===== config.mk =====
export PLATFORM = sky130hd
export DESIGN_NAME = pc_ctrl
export DESIGN_NICKNAME = d
export VERILOG_FILES = /design/src/rtl/pc_ctrl_pkg.sv /design/src/rtl/pc_ctrl_hazard_detect.sv /design/src/rtl/pc_ctrl.sv
export SDC_FILE = /design/constraint.sdc
export NUM_CORES = 1
export LEC_CHECK = 0
export CELL_PAD_IN_SITES_DETAIL_PLACEMENT = 1
export CELL_PAD_IN_SITES_GLOBAL_PLACEMENT = 1
export CORE_UTILIZATION = 37
export DETAILED_ROUTE_END_ITERATION = 16
export GPL_TIMING_DRIVEN = 0
export PLACE_DENSITY = 0.95
export SETUP_SLACK_MARGIN = 0.05
export SKIP_LAST_GASP = 1
export SLEW_MARGIN = 0
export SYNTH_ARGS = -nofsm -noshare
export SYNTH_HDL_FRONTEND = slang
export SYNTH_HIERARCHICAL = 1
export SYNTH_SLANG_ARGS = --single-unit

===== constraint.sdc =====
create_clock -name clk -period 5 [get_ports clk]
set_input_delay 0.5 -clock clk [delete_from_list [all_inputs] [get_ports clk]]
set_output_delay 0.5 -clock clk [all_outputs]
set_load 0.03 [all_outputs]

===== src/rtl/pc_ctrl_pkg.sv =====
// Shared types and constants for the front-end PC sequencing controller.
package pc_ctrl_pkg;

  typedef enum logic [1:0] {
    ST_BOOT  = 2'd0,
    ST_RUN   = 2'd1,
    ST_IMISS = 2'd2
  } pc_state_t;

  localparam logic [31:0] PC_INCR              = 32'd4;
  localparam logic [31:0] RESET_VECTOR_DEFAULT = 32'h0000_0000;

  // Counter increment that sticks at all-ones instead of wrapping.
  function automatic logic [31:0] sat_inc32(input logic [31:0] v);
    return (v == 32'hFFFF_FFFF) ? v : v + 32'd1;
  endfunction

endpackage


===== src/rtl/pc_ctrl_hazard_detect.sv =====
// Load-use comparator: a load in EX whose destination feeds an ID source operand.
module hazard_detect (
  input  logic       ex_memread,
  input  logic [4:0] ex_rd,
  input  logic [4:0] id_rs1,
  input  logic [4:0] id_rs2,
  output logic       load_use
);

  // x0 is hardwired to zero, so a load targeting it never creates a dependency.
  assign load_use = ex_memread && (ex_rd != 5'd0) &&
                    ((ex_rd == id_rs1) || (ex_rd == id_rs2));

endmodule


===== src/rtl/pc_ctrl.sv =====
// Front-end sequencer: chooses next_PC and drives pipeline stall/flush controls
// for boot, EX redirects, load-use hazards, I-cache refills and D-memory freezes.
module pc_ctrl
  import pc_ctrl_pkg::*;
#(
  parameter logic [31:0] RESET_VECTOR = RESET_VECTOR_DEFAULT
) (
  input  logic        clk,
  input  logic        rst,
  input  logic [31:0] PC_F,
  input  logic        ex_redirect,
  input  logic [31:0] ex_target,
  input  logic        ex_memread,
  input  logic [4:0]  ex_rd,
  input  logic [4:0]  id_rs1,
  input  logic [4:0]  id_rs2,
  input  logic        icache_miss,
  input  logic        refill_done,
  input  logic        dmem_busy,
  output logic [31:0] next_PC,
  output logic        stall_F,
  output logic        stall_D,
  output logic        stall_back,
  output logic        flush_D,
  output logic        flush_E,
  output logic [31:0] stall_cycles
);

  pc_state_t   state_q, state_d;
  logic        pend_valid_q, pend_valid_d;
  logic [31:0] pend_target_q, pend_target_d;
  logic [31:0] stall_cycles_q;
  logic        load_use;
  logic        redir_now;
  logic [31:0] pc_seq;

  hazard_detect u_hazard (
    .ex_memread (ex_memread),
    .ex_rd      (ex_rd),
    .id_rs1     (id_rs1),
    .id_rs2     (id_rs2),
    .load_use   (load_use)
  );

  assign pc_seq    = PC_F + PC_INCR;
  assign redir_now = ex_redirect && !dmem_busy;

  always_comb begin
    next_PC       = pc_seq;
    stall_F       = 1'b0;
    stall_D       = 1'b0;
    stall_back    = 1'b0;
    flush_D       = 1'b0;
    flush_E       = 1'b0;
    state_d       = state_q;
    pend_valid_d  = pend_valid_q;
    pend_target_d = pend_target_q;

    if (!rst) begin
      next_PC = RESET_VECTOR;
      flush_D = 1'b1;
      flush_E = 1'b1;
    end else begin
      case (state_q)
        ST_BOOT: begin
          next_PC = RESET_VECTOR;
          flush_D = 1'b1;
          flush_E = 1'b1;
          state_d = ST_RUN;
        end

        ST_RUN: begin
          if (dmem_busy) begin
            stall_F    = 1'b1;
            stall_D    = 1'b1;
            stall_back = 1'b1;
          end else if (ex_redirect) begin
            next_PC = ex_target;
            flush_D = 1'b1;
            flush_E = 1'b1;
          end else if (load_use) begin
            stall_F = 1'b1;
            stall_D = 1'b1;
            flush_E = 1'b1;
          end else if (icache_miss) begin
            stall_F = 1'b1;
            flush_D = 1'b1;
            state_d = ST_IMISS;
          end
        end

        ST_IMISS: begin
          stall_F = 1'b1;
          flush_D = 1'b1;
          // Redirects arriving during a refill are parked until the refill lands.
          if (redir_now) begin
            pend_valid_d  = 1'b1;
            pend_target_d = ex_target;
            flush_E       = 1'b1;
          end
          if (dmem_busy) begin
            stall_D    = 1'b1;
            stall_back = 1'b1;
            flush_D    = 1'b0;
          end
          // A redirect landing in the refill cycle itself is taken directly.
          if (refill_done) begin
            state_d      = ST_RUN;
            pend_valid_d = 1'b0;
            stall_F      = dmem_busy;
            if (redir_now) begin
              next_PC = ex_target;
              flush_D = 1'b1;
            end else if (pend_valid_q) begin
              next_PC = pend_target_q;
              flush_D = 1'b1;
            end else begin
              next_PC = pc_seq;
              flush_D = 1'b0;
            end
          end
        end

        default: begin
          next_PC = RESET_VECTOR;
          flush_D = 1'b1;
          flush_E = 1'b1;
          state_d = ST_BOOT;
        end
      endcase

      if (stall_F) next_PC = PC_F;
    end
  end

  always_ff @(posedge clk) begin
    if (!rst) begin
      state_q        <= ST_BOOT;
      pend_valid_q   <= 1'b0;
      stall_cycles_q <= 32'd0;
    end else begin
      state_q      <= state_d;
      pend_valid_q <= pend_valid_d;
      if (stall_F) stall_cycles_q <= sat_inc32(stall_cycles_q);
    end
  end

  // Pending target is qualified by pend_valid, so it carries no reset.
  always_ff @(posedge clk) begin
    pend_target_q <= pend_target_d;
  end

  assign stall_cycles = stall_cycles_q;

endmodule


==> metrics.log, run 1 <==
INFO  metric outcome = completed
INFO  metric maximum_number_of_pins_on_one_net_before_global_route_repair = 33
INFO  metric timing.critical_path.max_delay_family = buffers and inverters
INFO  metric crit_path_max_incr_delay = 0.76 ns
INFO  metric drt-total-wl = 25.1 mm
INFO  metric critPathCaptureType = output pin
INFO  metric chipWidth = 123 microns
INFO  metric final_area = 7450 sq um
INFO  metric drt_pre_antenna_iters = 5
INFO  metric syn2layout_area_growth = 38.5%
INFO  metric grt_pass1_wl = 38.2 mm
INFO  metric ys_warn_count = 6
INFO  metric final_nets = 973
INFO  metric power.switching_fraction = 33.7%
INFO  metric clk_root_buffer_cell = sky130_fd_sc_hd__clkbuf_16
INFO  metric setup_viol = 0
INFO  metric setup_slack = 0.175 ns
INFO  metric max-cap-violations = 0
INFO  metric synth_async_sr_flop_share = 0%
INFO  metric boundaryPins = 155
INFO  metric post-cts-setup-buffer-count = 0
INFO  metric syn_area_per_cell = 7.48 sq um
INFO  metric globalplace.congestion = 0.982
INFO  metric remaining_drc_errors = 0
INFO  metric max_slew_margin = 35.5%
INFO  metric crit_path_max_fanout = 10
INFO  metric final_common_cell = sky130_fd_sc_hd__clkdlybuf4s50_1
INFO  metric finalHoldViolations = 0
INFO  metric maxSlewViolCount = 0
INFO  metric worst_pin_slew = 0.959 ns
INFO  metric dominantRegCellSynth = sky130_fd_sc_hd__dfxtp_1
INFO  metric worstSkewPairLatency = 0.36 ns
INFO  metric ctsLongestPathBuffers = 2
INFO  metric placement.cell_area = 7130 sq um
INFO  metric vias = 6932
INFO  metric ir_worst_vdd = 0.000180 V
INFO  metric wl_per_cell = 23.6 microns
INFO  metric place_ws = -0.233 ns
INFO  metric cts_tree = built
INFO  metric crit_slowest_cell = sky130_fd_sc_hd__clkdlybuf4s50_1
INFO  metric post_synth_instance_area = 5380 sq um
INFO  metric vias_per_cell = 6.50
INFO  metric total_power = 0.00172 W
INFO  metric crit_type = in2out
INFO  metric global_route.overflow_total = 0
INFO  metric floorplan.die.height = 123 microns
INFO  metric synth.distinct_cells = 66
INFO  metric initial_utilization = 38.3%
INFO  metric postSynthRegisterBits = 67
INFO  metric diodes = 0
INFO  metric cts_buffers = 9
INFO  metric critPathArrivalTime = 4.32 ns
INFO  metric grt_setup_unrepaired = false
INFO  metric cts_htree_levels = 3
INFO  metric timing.fmax = 207 MHz
INFO  metric place_inst = 1051
INFO  metric port-buffer-count = 152
INFO  metric worst-path-buf-inv = 4
INFO  metric die_area = 15000 sq um
INFO  metric p_comb_share = 27.6%
INFO  metric cp.required = 4.50 ns
INFO  metric timing.clock.skew = 0.00525 ns
INFO  metric net-switching-power = 0.000579 W
INFO  metric worst_hold_path_type = reg2reg
INFO  metric track_usage = 33.5%
INFO  metric core_region_area = 14000 sq um
INFO  metric numClockSinks = 67
INFO  metric worst_setup_hold_path_clk_slew = 0.06 ns
INFO  metric dp_hpwl = 18.0 mm
INFO  metric pwr-share-seq = 33.6%
INFO  metric first_global_vias = 7070
INFO  metric initialDrtViolationCount = 562
INFO  metric power_density = 231 nW/um^2
INFO  metric post_synth_inst_count = 719
INFO  metric period_needed = 4.82 ns
INFO  metric layout.cells.most_common_list = 152 x sky130_fd_sc_hd__clkdlybuf4s50_1, 75 x sky130_fd_sc_hd__nand2_1, 69 x sky130_fd_sc_hd__o21ai_0
INFO  metric cellInternalPower = 0.00114 W
INFO  metric crit_path_start_kind = primary input
INFO  metric number_of_antenna_violations_at_the_first_check_in_global_routing = 0
INFO  metric layout.cells.non_filler = 1067
INFO  metric synth_sequential_area_ratio = 30.9%
INFO  metric timing.final.crit_share = 96.5%
INFO  metric antenna_left = 0
INFO  metric core.rowCount = 43
INFO  metric p_leak = 2.40 nW
INFO  metric post_route_cells_drive_above_1_share = 4.51%
INFO  metric share_clk_of_total_power = 38.8%
INFO  metric path_cells = clkdlybuf4s50_1, or4_1, o21ai_1, a21oi_2, o21ba_2, a2bb2oi_2, clkbuf_2, clkbuf_2, a21oi_1, a211oi_1, clkdlybuf4s50_1
INFO  metric postSynthNetCount = 810
INFO  metric post_cts_hold_buffer_count = 0
INFO  metric number_of_synthesized_flops_with_an_enable_pin = 32
[through the flow]
| step | TNS, ns | hold WS, ns | util, % |
|---|---|---|---|
| global placement | -1.03 | 0.483 | 50.7 |
| finish | 0 | 0.529 | 53.0 |
| global route | 0 | 0.555 | 53.0 |
| detailed placement | -0.969 | 0.509 | 50.8 |
| floorplan | 0 | 0.491 | - |
| CTS | 0 | 0.530 | 52.9 |
[power by group through the flow]
stage | logic [W] | clock network [W] | registers (W)
final | 0.000474 | 0.000667 | 0.000578
after floorplan | 0.000233 | 0 | 0.000591
after detailed placement | 0.000450 | 0 | 0.000590
after CTS | 0.000457 | 0.000660 | 0.000578
after global placement | 0.000439 | 0 | 0.000590
after global routing | 0.000497 | 0.000682 | 0.000578
[final timing paths]
path / start / endpoint / slack, ns / cells past startpoint
setup / recovery: ex_rd[1] / next_PC[23] / 0.18 / 11
hold / removal: stall_cycles[7]$_SDFFE_PN0P_ / stall_cycles[7]$_SDFFE_PN0P_ / 0.53 / 1
setup reg to reg: state_q[0]$_SDFFE_PN0P_ / pend_target_q[25]$_DFFE_PP_ / 1.65 / 6
hold reg to reg: stall_cycles[7]$_SDFFE_PN0P_ / stall_cycles[7]$_SDFFE_PN0P_ / 0.53 / 1
[metal layers]
metal	track usage (%)	part of all wire, %	up-vias
met4	20.2	4.9	0
li1	-	-	3013
met3	7.48	9.4	108
met1	39.7	39	3348
met2	55.2	47	463
met5	0	0	-
[synthesized netlist by cell type, drive strengths merged, types with 4 or more instances]
cell type	n	share of area, %
and2	9	1.0
nand2	75	5.2
nor2b	10	1.2
xnor2	34	5.5
a221oi	4	0.65
o21bai	4	0.56
a21oi	67	6.2
buf	8	0.91
xor2	12	2.0
nor3b	4	0.56
nor4	13	1.6
o21ai	70	6.5
a31oi	9	1.0
nor3	29	2.7
ha	5	1.2
or3	7	0.93
and3	12	1.4
inv	16	1.1
edfxtp	32	18
clkbuf	41	2.9
a211oi	15	2.1
o221ai	7	1.1
a22oi	7	0.98
nand4	16	1.9
o31a	4	0.65
dfxtp	35	13
mux2i	5	0.93
o22ai	19	2.2
nor2	65	4.5
nand2b	6	0.70
nand3	32	3.0
[timing repair]
action,CTS,global route
resized for setup,2,3
setup endpoints to repair,11,14
pin swaps,0,0
[logic make-up after synthesis]
group / after synthesis / share of synthesized area [%]
adders and majority gates: 5 / 1.16
and+or+nand+nor: 294 / 27.3
xor gates and xnor gates: 46 / 7.49
DFF: 67 / 30.9
muxes: 5 / 0.930
AOI/OAI and AO/OA: 235 / 27.1
buffers and inverters: 67 / 5.12
[layout make-up]
cell class	count	area [sq um]
plain buffers	50	214
clock buffers	11	264
clock inverters	5	38.8
fillers	1754	6590
inverters	17	63.8
multi-input cells	585	3460
flip-flops and latches	67	1660
well taps	180	225
repair buffers	152	1520
[state kept, by name (all words and copies together) (netlist names)]
register / cells
state_q: 2
pend_valid_q: 1
pend_target_q: 32
stall_cycles: 32
No activity file was read; power rests on OpenSTA's default activity.
==> inputs of run 2 (changes only) <==
CORE_UTILIZATION = 31   (was 37)
PLACE_DENSITY = 0.87   (was 0.95)
SLEW_MARGIN = not set   (was 0)
clock period = 4.3 ns   (was 5 ns; I/O delays follow)
==> metrics.log, run 2 (synthesis results as in run 1) <==
INFO  metric grt_pass1_wl = 36.8 mm
INFO  metric worst-path-buf-inv = 2
INFO  metric critPathCaptureType = output pin
INFO  metric critical_path_cell_count = 9
INFO  metric floorplan.die.height = 134 microns
INFO  metric worstReg2RegStart = state_q[0]$_SDFFE_PN0P_
INFO  metric place_inst = 1091
INFO  metric holdPathEnd = stall_cycles[7]$_SDFFE_PN0P_
INFO  metric maxSlewViolCount = 0
INFO  metric period_needed = 4.17 ns
INFO  metric crit_path_start_kind = primary input
INFO  metric setup_viol = 0
INFO  metric crit_slowest_cell = sky130_fd_sc_hd__or4_1
INFO  metric initial_utilization = 32.1%
INFO  metric setup_slack = 0.132 ns
INFO  metric layout.cells.non_filler = 1107
INFO  metric power.switching_fraction = 32.7%
INFO  metric max_slew_margin = 42.0%
INFO  metric initialDrtViolationCount = 572
INFO  metric final_nets = 973
INFO  metric layout.cells.most_common_list = 121 x sky130_fd_sc_hd__clkdlybuf4s50_1, 75 x sky130_fd_sc_hd__nand2_1, 69 x sky130_fd_sc_hd__o21ai_0
INFO  metric vias_per_cell = 5.96
INFO  metric worstSkewPairLatency = 0.35 ns
INFO  metric syn2layout_area_growth = 40.1%
INFO  metric timing.clock.skew = 0.00591 ns
INFO  metric ir_worst_vdd = 0.000192 V
INFO  metric crit_path_max_fanout = 7
INFO  metric outcome = completed
INFO  metric wl_per_cell = 21.7 microns
INFO  metric worst_hold_path.num_cells = 1
INFO  metric place_ws = -0.935 ns
INFO  metric globalplace.congestion = 0.961
INFO  metric post_route_cells_drive_above_1_share = 6.88%
INFO  metric dp_hpwl = 17.9 mm
INFO  metric critPathArrivalTime = 3.74 ns
INFO  metric final_common_cell = sky130_fd_sc_hd__clkdlybuf4s50_1
INFO  metric worstRegToRegCells = 6
INFO  metric cellInternalPower = 0.00136 W
INFO  metric core_region_area = 16800 sq um
INFO  metric diodes = 0
INFO  metric post-cts-setup-buffer-count = 0
INFO  metric cts_buffers = 9
INFO  metric finalHoldViolations = 0
INFO  metric power_density = 267 nW/um^2
INFO  metric remaining_drc_errors = 0
INFO  metric clk_root_buffer_cell = sky130_fd_sc_hd__clkbuf_16
INFO  metric critical_path.reg2reg.endpoint = pend_target_q[27]$_DFFE_PP_
INFO  metric worst_hold_path_type = reg2reg
INFO  metric worst_setup_hold_path_clk_slew = 0.06 ns
INFO  metric drt_pre_antenna_iters = 6
INFO  metric die_area = 17900 sq um
INFO  metric max-cap-violations = 0
INFO  metric grt_setup_unrepaired = true
INFO  metric path_cells = clkdlybuf4s50_1, ha_2, nand3_1, or4_1, nor2_2, nand2_1, a31oi_1, o221a_2, clkdlybuf4s50_1
INFO  metric cts_htree_levels = 3
INFO  metric share_clk_of_total_power = 39.6%
INFO  metric finish.utilization = 45.0%
INFO  metric p_leak = 2.60 nW
INFO  metric vias = 6595
INFO  metric track_usage = 26.7%
INFO  metric critPathMostFrequentCell = sky130_fd_sc_hd__clkdlybuf4s50_1
INFO  metric p_comb_share = 27.0%
INFO  metric boundaryPins = 155
INFO  metric port-buffer-count = 152
INFO  metric ctsLongestPathBuffers = 2
INFO  metric core.rowCount = 47
INFO  metric r2r_setup_slack = 1.01 ns
INFO  metric first_global_vias = 6540
INFO  metric cts_tree = built
INFO  metric worst_pin_slew = 0.870 ns
INFO  metric numClockSinks = 67
INFO  metric cp.required = 3.87 ns
INFO  metric timing.final.crit_share = 96.9%
INFO  metric pwr-share-seq = 33.4%
INFO  metric timing.critical_path.max_delay_family = buffers and inverters
INFO  metric antenna_left = 0
INFO  metric crit_type = in2out
INFO  metric timing.fmax = 240 MHz
INFO  metric chipWidth = 134 microns
INFO  metric worst_hold_startpoint = stall_cycles[7]$_SDFFE_PN0P_
INFO  metric net-switching-power = 0.000660 W
INFO  metric post_cts_hold_buffer_count = 0
INFO  metric maximum_number_of_pins_on_one_net_before_global_route_repair = 33
INFO  metric global_route.overflow_total = 0
INFO  metric number_of_antenna_violations_at_the_first_check_in_global_routing = 0
INFO  metric crit_path_max_incr_delay = 0.69 ns
INFO  metric drt-total-wl = 24.0 mm
[run 2: changes by cell type in the layout (fill, tap and decap cells not counted), moves of 2 or more]
cell                              delta
sky130_fd_sc_hd__clkbuf_2           +11
sky130_fd_sc_hd__clkdlybuf4s50_1    -31
sky130_fd_sc_hd__clkbuf_1            -8
sky130_fd_sc_hd__inv_4               -2
sky130_fd_sc_hd__dlymetal6s2s_1      +4
sky130_fd_sc_hd__dlygate4sd2_1      +18
sky130_fd_sc_hd__clkdlybuf4s15_1     +2
sky130_fd_sc_hd__clkbuf_4            +2
[run 2: timing repair]
action | 4_1_cts | 5_1_grt
gates cloned | 0 | 0
gates resized for setup | 45 | 33
endpoints found under the hold margin | 0 | 0
endpoints found under the setup margin | 33 | 21
[run 2: how the worst max path moves through the flow]
stage | from | end | slack [ns]
after floorplan | ex_rd[1] | next_PC[24] | 0.78
after global placement | ex_rd[1] | next_PC[21] | -0.99
after detailed placement | ex_rd[1] | next_PC[23] | -0.93
after CTS | ex_rd[0] | next_PC[19] | -0.09
after global routing | ex_rd[1] | next_PC[19] | 0.05
final | PC_F[2] | next_PC[20] | 0.13
[run 2: layout make-up]
cell class | instances | area [sq um]
tap | 220 | 275
buffer | 50 | 229
inverter | 17 | 65.1
fill | 2085 | 9230
clock buffer | 12 | 289
timing repair buffer | 152 | 1480
sequential | 67 | 1660
multi-input combinational | 585 | 3500
clock inverter | 4 | 35.0
[run 2: power by group through the flow]
stage	sequential [W]	clock, W	combinational [W]
after detailed placement	0.000686	0	0.000527
after CTS	0.000672	0.000810	0.000525
after global placement	0.000686	0	0.000517
after floorplan	0.000687	0	0.000271
final	0.000673	0.000799	0.000544
after global routing	0.000673	0.000830	0.000575
[run 2: metal layers]
metal  up-vias  share of wire, %  GRT usage [%]
met5         -                 0              0
met4         0               3.0           10.7
met3        62               9.8           7.57
met2       350                46           43.1
met1      3174                41           33.4
li1       3009                 -              -
[run 2: through the flow]
step	hold WS (ns)	total power (W)	instance area, sq um	TNS (ns)
2_1_floorplan	0.491	0.000958	5380	0
3_3_place_gp	0.481	0.00120	7180	-15.05
3_5_place_dp	0.486	0.00121	7180	-15.14
4_1_cts	0.502	0.00201	7500	-0.100
5_1_grt	0.537	0.00208	7530	0
6_report	0.496	0.00201	7530	0
==> inputs of run 3 (changes only) <==
CTS_CLUSTER_DIAMETER = 120   (was not set)
==> results of run 3 <==
No change in the layout: final DEF, timing and power equal those of run 2.
